`src/rtl/ysyx_22041211_ifu.sv`:
```
`default_nettype none
// ============================================================================
// Module   : ysyx_22041211_ifu
// Brief    : Instruction fetch unit; one outstanding imem read, valid/ready
//            hand-off to decode, redirects from execute with priority.
// Revision : 1.0 - initial release
// ============================================================================
module ysyx_22041211_ifu #(
    parameter int          DATA_LEN = 32,
    parameter logic [31:0] RESET_PC = 32'h8000_0000
) (
    input  logic                clk,
    input  logic                rst_n,
    output logic                imem_req_valid,
    input  logic                imem_req_ready,
    output logic [DATA_LEN-1:0] imem_req_addr,
    input  logic                imem_rsp_valid,
    input  logic [DATA_LEN-1:0] imem_rsp_data,
    input  logic                redirect_valid,
    input  logic [DATA_LEN-1:0] redirect_pc,
    output logic                inst_valid,
    input  logic                inst_ready,
    output logic [DATA_LEN-1:0] inst,
    output logic [DATA_LEN-1:0] inst_pc,
    output logic                fetch_err
);

    localparam logic [2:0] c_idle = 3'd0;
    localparam logic [2:0] c_req  = 3'd1;
    localparam logic [2:0] c_wait = 3'd2;
    localparam logic [2:0] c_hold = 3'd3;
    localparam logic [2:0] c_err  = 3'd4;

    localparam logic [DATA_LEN-1:0] c_pc_step  = DATA_LEN'(4);
    localparam logic [DATA_LEN-1:0] c_reset_pc = DATA_LEN'(RESET_PC);

    logic [2:0]          r_state;
    logic [DATA_LEN-1:0] r_pc;
    logic                r_drop;
    logic [DATA_LEN-1:0] r_inst;
    logic [DATA_LEN-1:0] r_inst_pc;
    logic                r_inst_valid;
    logic                r_fetch_err;

    logic [2:0]          w_state_nxt;
    logic [DATA_LEN-1:0] w_pc_nxt;
    logic                w_drop_nxt;
    logic [DATA_LEN-1:0] w_inst_nxt;
    logic [DATA_LEN-1:0] w_inst_pc_nxt;
    logic                w_inst_valid_nxt;
    logic                w_fetch_err_nxt;
    logic                w_redirect;
    logic                w_misaligned;

    assign w_redirect   = redirect_valid && (r_state != c_err);
    assign w_misaligned = (redirect_pc[1:0] != 2'b00);

    // State register together with the datapath registers it steers
    always_ff @(posedge clk or negedge rst_n) begin
        if (!rst_n) begin
            r_state      <= c_idle;
            r_pc         <= c_reset_pc;
            r_drop       <= 1'b0;
            r_inst       <= '0;
            r_inst_pc    <= '0;
            r_inst_valid <= 1'b0;
            r_fetch_err  <= 1'b0;
        end else begin
            r_state      <= w_state_nxt;
            r_pc         <= w_pc_nxt;
            r_drop       <= w_drop_nxt;
            r_inst       <= w_inst_nxt;
            r_inst_pc    <= w_inst_pc_nxt;
            r_inst_valid <= w_inst_valid_nxt;
            r_fetch_err  <= w_fetch_err_nxt;
        end
    end

    always_comb begin
        w_state_nxt      = r_state;
        w_pc_nxt         = r_pc;
        w_drop_nxt       = r_drop;
        w_inst_nxt       = r_inst;
        w_inst_pc_nxt    = r_inst_pc;
        w_inst_valid_nxt = r_inst_valid;
        w_fetch_err_nxt  = r_fetch_err;

        if (w_redirect) begin
            w_inst_valid_nxt = 1'b0;
            if (w_misaligned) begin
                w_fetch_err_nxt = 1'b1;
                w_state_nxt     = c_err;
            end else begin
                w_pc_nxt    = redirect_pc;
                w_state_nxt = c_req;
                // A request already in flight must have its response swallowed
                case (r_state)
                    c_req: begin
                        if (imem_req_ready) begin
                            w_state_nxt = c_wait;
                            w_drop_nxt  = 1'b1;
                        end
                    end
                    c_wait: begin
                        if (!imem_rsp_valid) begin
                            w_state_nxt = c_wait;
                            w_drop_nxt  = 1'b1;
                        end
                    end
                    default: ;
                endcase
            end
        end else begin
            case (r_state)
                c_idle: w_state_nxt = c_req;
                c_req: begin
                    if (imem_req_ready) begin
                        w_state_nxt = c_wait;
                    end
                end
                c_wait: begin
                    if (imem_rsp_valid) begin
                        if (r_drop) begin
                            w_drop_nxt  = 1'b0;
                            w_state_nxt = c_req;
                        end else begin
                            w_inst_nxt       = imem_rsp_data;
                            w_inst_pc_nxt    = r_pc;
                            w_inst_valid_nxt = 1'b1;
                            w_pc_nxt         = r_pc + c_pc_step;
                            w_state_nxt      = c_hold;
                        end
                    end
                end
                c_hold: begin
                    if (r_inst_valid && inst_ready) begin
                        w_inst_valid_nxt = 1'b0;
                        w_state_nxt      = c_req;
                    end
                end
                c_err: begin
                    w_inst_valid_nxt = 1'b0;
                end
                default: w_state_nxt = c_idle;
            endcase
        end
    end

    always_comb begin
        imem_req_valid = (r_state == c_req);
    end

    assign imem_req_addr = r_pc;
    assign inst_valid    = r_inst_valid;
    assign inst          = r_inst;
    assign inst_pc       = r_inst_pc;
    assign fetch_err     = r_fetch_err;

endmodule
`default_nettype wire
```
`config.mk`:
```
export PLATFORM = sky130hd
export DESIGN_NAME = ysyx_22041211_ifu
export DESIGN_NICKNAME = d
export VERILOG_FILES = /design/src/rtl/ysyx_22041211_ifu.sv
export SDC_FILE = /design/constraint.sdc
export NUM_CORES = 1
export LEC_CHECK = 0
export CAP_MARGIN = 20
export CORE_UTILIZATION = 40
export CTS_BUF_LIST = sky130_fd_sc_hd__clkbuf_16
export CTS_CLUSTER_DIAMETER = 80
export DETAILED_ROUTE_END_ITERATION = 10
export GPL_TIMING_DRIVEN = 0
export PLACE_DENSITY_LB_ADDON = 0.05
export SLEW_MARGIN = 20
export SYNTH_ARGS = -nofsm -noshare
export SYNTH_HDL_FRONTEND = slang
export SYNTH_SLANG_ARGS = --single-unit
```
`constraint.sdc`:
```
create_clock -name clk -period 2.7 [get_ports clk]
set_input_delay 0.81 -clock clk [delete_from_list [all_inputs] [get_ports clk]]
set_output_delay 0.81 -clock clk [all_outputs]
set_load 0.02 [all_outputs]
```
==> metrics list, run 1 <==
* Setup slack, reg-to-reg: 0.50 ns
* Proportion of synthesized chip area in sequential cells: 52.0%
- The tool flagged a number of max-cap violations equal to 0.
- The share of total power dissipated in combinational logic is 6.4%.
- The endpoint identified for the worst register-to-register timing path is imem_req_addr[24].
- Routability-driven placement finished with a final weighted congestion of 0.853.
* VDD IR-drop max: 0.000280 V
- The count of endpoints failing hold in the final timing report was 0.
* Remaining max-slew budget at the tightest pin: 59.2%
- Post-synth top cells: 217 x sky130_fd_sc_hd__nand2_1, 101 x sky130_fd_sc_hd__dfrtp_1, 28 x sky130_fd_sc_hd__a21oi_1
- In the final routed layout, each cell accounts on average for 16.4 microns.
* DR iter-0 viols: 227
- The analysis attributes to cell leakage a power of 3.32 nW.
- Of the total power, registers draw 52.1%.
- Setup bufs post-CTS: 0
* Post-DP HPWL: 10700 microns
* Width of the die: 113 microns
- The most critical setup path has its startpoint at r_state[1].
* Final period utilization: 95.6%
- NetSw: 627 uW
- Post-layout util: 59.1%
- Of all cell types, the one taking the most synthesized area is sky130_fd_sc_hd__dfrtp_1.
- At the pin with the least slew margin, the transition time is 0.612 ns.
- Avg Inst Size Synth: 8.81 sq um
* Floorplan die height: 113 microns
* Number of global-route vias before repair: 4556
- Highest attainable clock frequency: 0.387 GHz
* Most frequent cell after synthesis: sky130_fd_sc_hd__nand2_1
- H-tree Lvls: 3
* First-pass iteration count of the detailed router: 4
- Counting the buffers created by CTS gives 9.
* Pwr/cell area: 422 nW/um^2
- Setup violations remaining at the end of the flow were counted as 0.
- After synthesis, the share of flip-flops with an asynchronous set or reset is 100%.
* Critical-path maximum fanout: 10
- The cell sitting at the root of the clock tree is a sky130_fd_sc_hd__clkbuf_16.
- GR Util All Layers: 24.4%
* Leading cell types by total area after synthesis: sky130_fd_sc_hd__dfrtp_1 52%, sky130_fd_sc_hd__nand2_1 17%, sky130_fd_sc_hd__a21oi_1 2.9%
- Critical path cell sequence: buf_4 > nand2b_1 > nor2_1 > clkdlybuf4s50_1
- Routed wire length: 14600 microns
* Maximum number of pins on one net before global-route repair: 55
* Synth Cell Area: 4910 sq um
- Power consumption: 2.98 mW
- Fraction of final layout cells with drive strength greater than 1: 8.23%
* Number of buffers inserted by port buffering: 167
- Final routed DRC violation total: 0
* Number of hold buffers added after cts: 0
- Net switching is 21.0% of the power.
- The startpoint identified for the worst register-to-register timing path is imem_req_addr[3].
- The die covers 12700 sq um.
- Number of storage elements in the synthesis netlist: 102
* Signed area change from the synthesized netlist to the final layout: 44.1%
- Clock slew at the register clock pins of the worst setup and hold paths: 0.06 ns
* Run status: complete, no violations
- Count of synthesis-stage warnings from yosys: 0
- Critical path type: register to output port
- Once the floorplan was initialized, standard cells occupied 41.0% of the core.
* Required time of the critical path: 1.89 ns
- The netlist uses 60 different library cells.
* Largest clock skew in the final design: 0.00555 ns
- TritonCTS built the clock tree.
* Data arrival at the endpoint of the critical path: 1.77 ns
* Internal power of the cells: 2.35 mW
- Timing analysis after detailed placement gives a worst setup slack of -0.0425 ns.
- Unrepaired setup endpoints after global routing: false
- Counting every instance in the synthesized netlist gives 557.
* Via total after detailed routing: 4683
- The total count of max-transition violations in the final report was 0.
- The first global-routing pass estimated 23900 microns of wire.
* Worst-Skew Late Latency: 0.35 ns
- The share of synthesized area in the top cell type comes to 51.5%.
- Post-synth net total: 628
- Vias per cell: 5.27
- CTS saw 102 sinks.
- Once routing completed, OpenROAD measured the worst setup slack at 0.117 ns.
* Max stage delay on crit path: 0.61 ns
* Number of cells on the critical path: 4
- In the final design database the tool counted 807 nets.
* Number of top-level design ports: 169
* Worst min path class: input port to async pin
- Buffering stage count on the worst path with inverters included: 2
- Part of the total power dissipated in the clock network: 41.5%
- The repair_antennas step left the layout with diodes totalling 0.
- Detail Route Antenna Nets: 0
- The synthesized design contains 0 enable-type register cells.
- The core region is 12000 sq um.
* Hold Slack: 0.390 ns
- Category of the worst setup path capture point: output port
- Path depth of the worst reg2reg path: 7
* Initial antenna violation count: 0
* Number of filler cells placed in the layout: 1112
- The number of gates resized after CTS was 0.
* Number of rows created at floorplan: 40
* Top Family by Delay on Critical Path: buffers and inverters
* Time the worst path needs with I/O delays and setup: 2.58 ns
* Ys flop type: sky130_fd_sc_hd__dfrtp_1
- The slowest stage of the critical path is the sky130_fd_sc_hd__clkdlybuf4s50_1 cell.
- Gr ovfl total: 0
- The longest clock path from root to sink contains 2 buffers.
- Startpoint class of the critical path: register
-- area by class of cell --
class	instances	area [sq um]	area share, %
clock buffer	9	225	3.19
timing repair buffer	168	1700	24.0
sequential	102	2550	36.1
inverter	7	26.3	0.372
clock inverter	7	53.8	0.761
tap	147	184	2.60
buffer	35	205	2.90
multi-input combinational	413	2120	30.0
-- cells by family (layout without fill, tap and decap cells) --
group	count (synthesis)	after routing	synth area share (%)
AO/OA/AOI/OAI	98	98	13.3
adder cells (fa/ha/maj)	1	1	0.255
buffers and inverters	42	226	4.72
flip-flops	102	102	52.0
multiplexers	2	2	0.408
AND/OR/NAND/NOR	312	312	29.2
-- per-stage QoR --
step	std cells	TNS, ns	cell area [sq um]
final	888	0	7070
after global routing	888	0	7070
after CTS	888	0	7070
after detailed placement	872	-0.0495	6790
after global placement	871	-318.17	6760
after floorplan	557	0	4910
-- routing by layer --
layer,up-vias,GRT usage (%),wire [microns]
met5,-,0,0
met4,0,9.87,253
met3,19,4.12,777
met2,171,39.0,7070
met1,2232,33.3,6490
li1,2261,-,-
-- cell usage in the layout (no fill, tap or decap), types with 6 or more instances in the layout --
cell                                n
sky130_fd_sc_hd__o21ai_0           16
sky130_fd_sc_hd__nand3_1           22
sky130_fd_sc_hd__and3_1             6
sky130_fd_sc_hd__and2_1             7
sky130_fd_sc_hd__clkdlybuf4s50_1  166
sky130_fd_sc_hd__o22a_1             8
sky130_fd_sc_hd__inv_1             12
sky130_fd_sc_hd__nand2_1          217
sky130_fd_sc_hd__dfrtp_1          101
sky130_fd_sc_hd__buf_4              9
sky130_fd_sc_hd__clkbuf_1           9
sky130_fd_sc_hd__a21oi_1           28
sky130_fd_sc_hd__buf_2             14
sky130_fd_sc_hd__nand4_1            8
sky130_fd_sc_hd__clkbuf_16          9
sky130_fd_sc_hd__nor2_1            19
sky130_fd_sc_hd__o22ai_1            6
-- power groups by stage --
stage	Clock, mW	Sequential [mW]	Combinational, mW
3_3_place_gp	0	1.58	0.186
3_5_place_dp	0	1.58	0.193
6_report	1.24	1.55	0.190
4_1_cts	1.28	1.55	0.194
2_1_floorplan	0	1.59	0.0176
5_1_grt	1.34	1.55	0.207
-- sequential cells by signal, indices dropped and copies added, names as in the netlist --
| name | flops |
|---|---|
| r_state | 3 |
| r_drop | 1 |
| inst_pc | 32 |
| inst_valid | 1 |
| imem_req_addr | 32 |
| inst | 32 |
| fetch_err | 1 |
-- worst max path at each step --
stage / endpoint
2_1_floorplan: imem_req_addr[27]
3_3_place_gp: inst_pc[4]
3_5_place_dp: imem_req_addr[16]
4_1_cts: imem_req_valid
5_1_grt: imem_req_valid
6_report: imem_req_valid
(Power assumes the default switching activity.)
==> inputs of run 2 (changes only) <==
CORE_MARGIN = 2   (was not set)
==> run 2 against run 1 <==
- first-iteration DRC count is 26% higher
- via count is 0.83% lower
- utilization is 0.29 points lower
- maximum frequency is 0.34% lower
- global-route usage is 1.6 points lower
- power is 0.18% lower
- final cell count is 0.11% lower
- combinational power hardly changed
- worst hold slack better by 0.010 ns
- die area is 3.6% higher
==> metrics list, run 2 (same netlist as run 1, synthesis figures left out) <==
- Final routed DRC violation total: 0
- TritonCTS built the clock tree.
- At the worst endpoint, the required time is 1.89 ns.
* Final count of pins violating max slew: 0
* Critical path type: register to output port
- Clock tree synthesis found a total of 102 sinks.
* Setup bufs post-CTS: 0
* Fraction of final layout cells with drive strength greater than 1: 8.11%
- Routed wire length: 14800 microns
* Routed wirelength normalized by instance count: 16.7 microns
* Detail Route Antenna Nets: 0
- The first global-routing pass estimated 23400 microns of wire.
- Largest clock skew in the final design: 0.00795 ns
- Lkg Pwr: 3.31 nW
- Slew at the pin with the worst max-slew slack: 0.636 ns
- The flow ran to the end, and the final reports show no timing, DRC or antenna violations.
* Width of the die: 115 microns
- Buffering stage count on the worst path with inverters included: 2
* Number of buffers inserted by port buffering: 167
- Floorplan die height: 115 microns
* Maxcap violations: 0
- Critical path cell sequence: buf_4 > nand2b_1 > nor2_1 > clkdlybuf4s50_1
- Commonest cells after routing, fill and taps aside: 217 x sky130_fd_sc_hd__nand2_1, 166 x sky130_fd_sc_hd__clkdlybuf4s50_1, 101 x sky130_fd_sc_hd__dfrtp_1
- Entering global routing, the biggest net connects 56 pins.
- Using the TritonRoute via totals, the vias-per-cell ratio works out to 5.24.
- 169 I/O pins were placed.
* TritonCTS buffer count: 9
- Once the floorplan was initialized, standard cells occupied 40.9% of the core.
- Top Family by Delay on Critical Path: buffers and inverters
* Number of hold buffers added after cts: 0
* H-tree Lvls: 3
- DR iter-0 viols: 286
* First-pass iteration count of the detailed router: 5
- The worst pin sits at a relative slew slack of 57.6%.
- Setup repair after global routing left no endpoint under its margin.
* Clock slew at the register clock pins of the worst setup and hold paths: 0.06 ns
- Pwr/cell area: 421 nW/um^2
- Total setup violations reported at the end of the flow: 0
- Post-CTS repair changed the size of 0 cells.
- The total area inside the core boundary comes to 12000 sq um.
- The count of endpoints failing hold in the final timing report came to 0.
* Final weighted congestion of routability-driven global placement: 0.888
- The number of global-route vias before repair is 4559.
* Number of buffers between clock root and the deepest sink: 2
* Power consumption: 2.98 mW
- The library cell used most frequently in the layout, excluding fill and tap cells, is sky130_fd_sc_hd__nand2_1.
* Die area: 13200 sq um
- Signed area change from the synthesized netlist to the final layout: 44.0%
- Worst min path class: input port to async pin
- The worst path uses 96.0% of the clock period.
- For this run, the slowest stage of the critical path takes 0.61 ns.
* Number of standard cells in the layout, taps in and fillers out: 887
- The initial antenna violation count is 0.
* Number of antenna cells inserted: 0
- Detailed routing inserted a total of 4644 vias.
- The worst-case IR drop observed on VDD is 0.000314 V.
- Number of rows created at floorplan: 40
* Time the worst path needs with I/O delays and setup: 2.59 ns
* Post-layout util: 58.8%
* Critical-path maximum fanout: 10
- Root Driver: sky130_fd_sc_hd__clkbuf_16
- Global routing used 22.8% of the available tracks across all layers.
- Gr ovfl total: 0
* Worst-Skew Late Latency: 0.35 ns
* Startpoint class of the critical path: register
* Post-DP HPWL: 10700 microns
- Including well taps, the total number of placed cells is 872.
- The tightest hold path in the finished design has a slack of 0.400 ns.
* Category of the worst setup path capture point: output port
- STA puts the critical path data arrival time at 1.78 ns.
* Layout Nets: 807
- Among all stages on the critical path, the largest delay is contributed by sky130_fd_sc_hd__clkdlybuf4s50_1.
* Highest attainable clock frequency: 0.386 GHz
run 2: cell count changes in the layout (fill, tap and decap cells not counted), sizes merged:
cell  before  now
inv       12   11
run 2: worst reg2reg max path: cells and delay by family, from the launching register on:
family	cells	cell delay, ns
simple gates	3	0.65
flops	1	0.50
compound gates	2	0.34
fa+ha+maj	1	0.31
buf+inv	1	0.25
run 2: path summary, 6_finish.rpt:
check | startpoint | end | slack (ns) | cells past startpoint
hold reg to reg | inst_pc[8] | inst_pc[8] | 0.47 | 2
setup / recovery | r_state[1] | imem_req_valid | 0.11 | 4
min in group clk | inst_pc[8] | inst_pc[8] | 0.47 | 2
setup reg to reg | imem_req_addr[2] | imem_req_addr[24] | 0.57 | 7
hold / removal | rst_n | inst[7] | 0.40 | 1
max in group asynchronous | rst_n | inst[27] | 1.68 | 2
run 2: layout make-up:
cell class / instances / area, sq um
Clock buffer: 9 / 225
Clock inverter: 6 / 48.8
Buffer: 35 / 205
Sequential cell: 102 / 2550
Multi-Input combinational cell: 413 / 2120
Fill cell: 1157 / 4950
Tap cell: 147 / 184
Inverter: 7 / 26.3
Timing Repair Buffer: 168 / 1700
run 2: routing by layer:
layer | share of wire [%] | GRT usage [%] | vias up
li1 | - | - | 2248
met1 | 45 | 30.2 | 2203
met2 | 48 | 37.1 | 174
met3 | 5.9 | 4.38 | 19
met4 | 1.9 | 9.48 | 0
met5 | 0 | 0 | -
run 2: report_power, final:
part,switching (mW),internal (mW),leakage (nW)
combinational,0.0732,0.115,1.78
sequential,0.0151,1.54,1.39
clock,0.537,0.697,0.148
total,0.625,2.35,3.31
run 2: per-stage QoR:
| step | worst slack (ns) | instance area, sq um | setup TNS (ns) |
|---|---|---|---|
| global route | 0.0295 | 7070 | 0 |
| floorplan | 0.586 | 4910 | 0 |
| CTS | 0.101 | 7070 | 0 |
| finish | 0.109 | 7070 | 0 |
| global placement | -3.12 | 6760 | -316.43 |
| detailed placement | 0.0395 | 6790 | 0 |
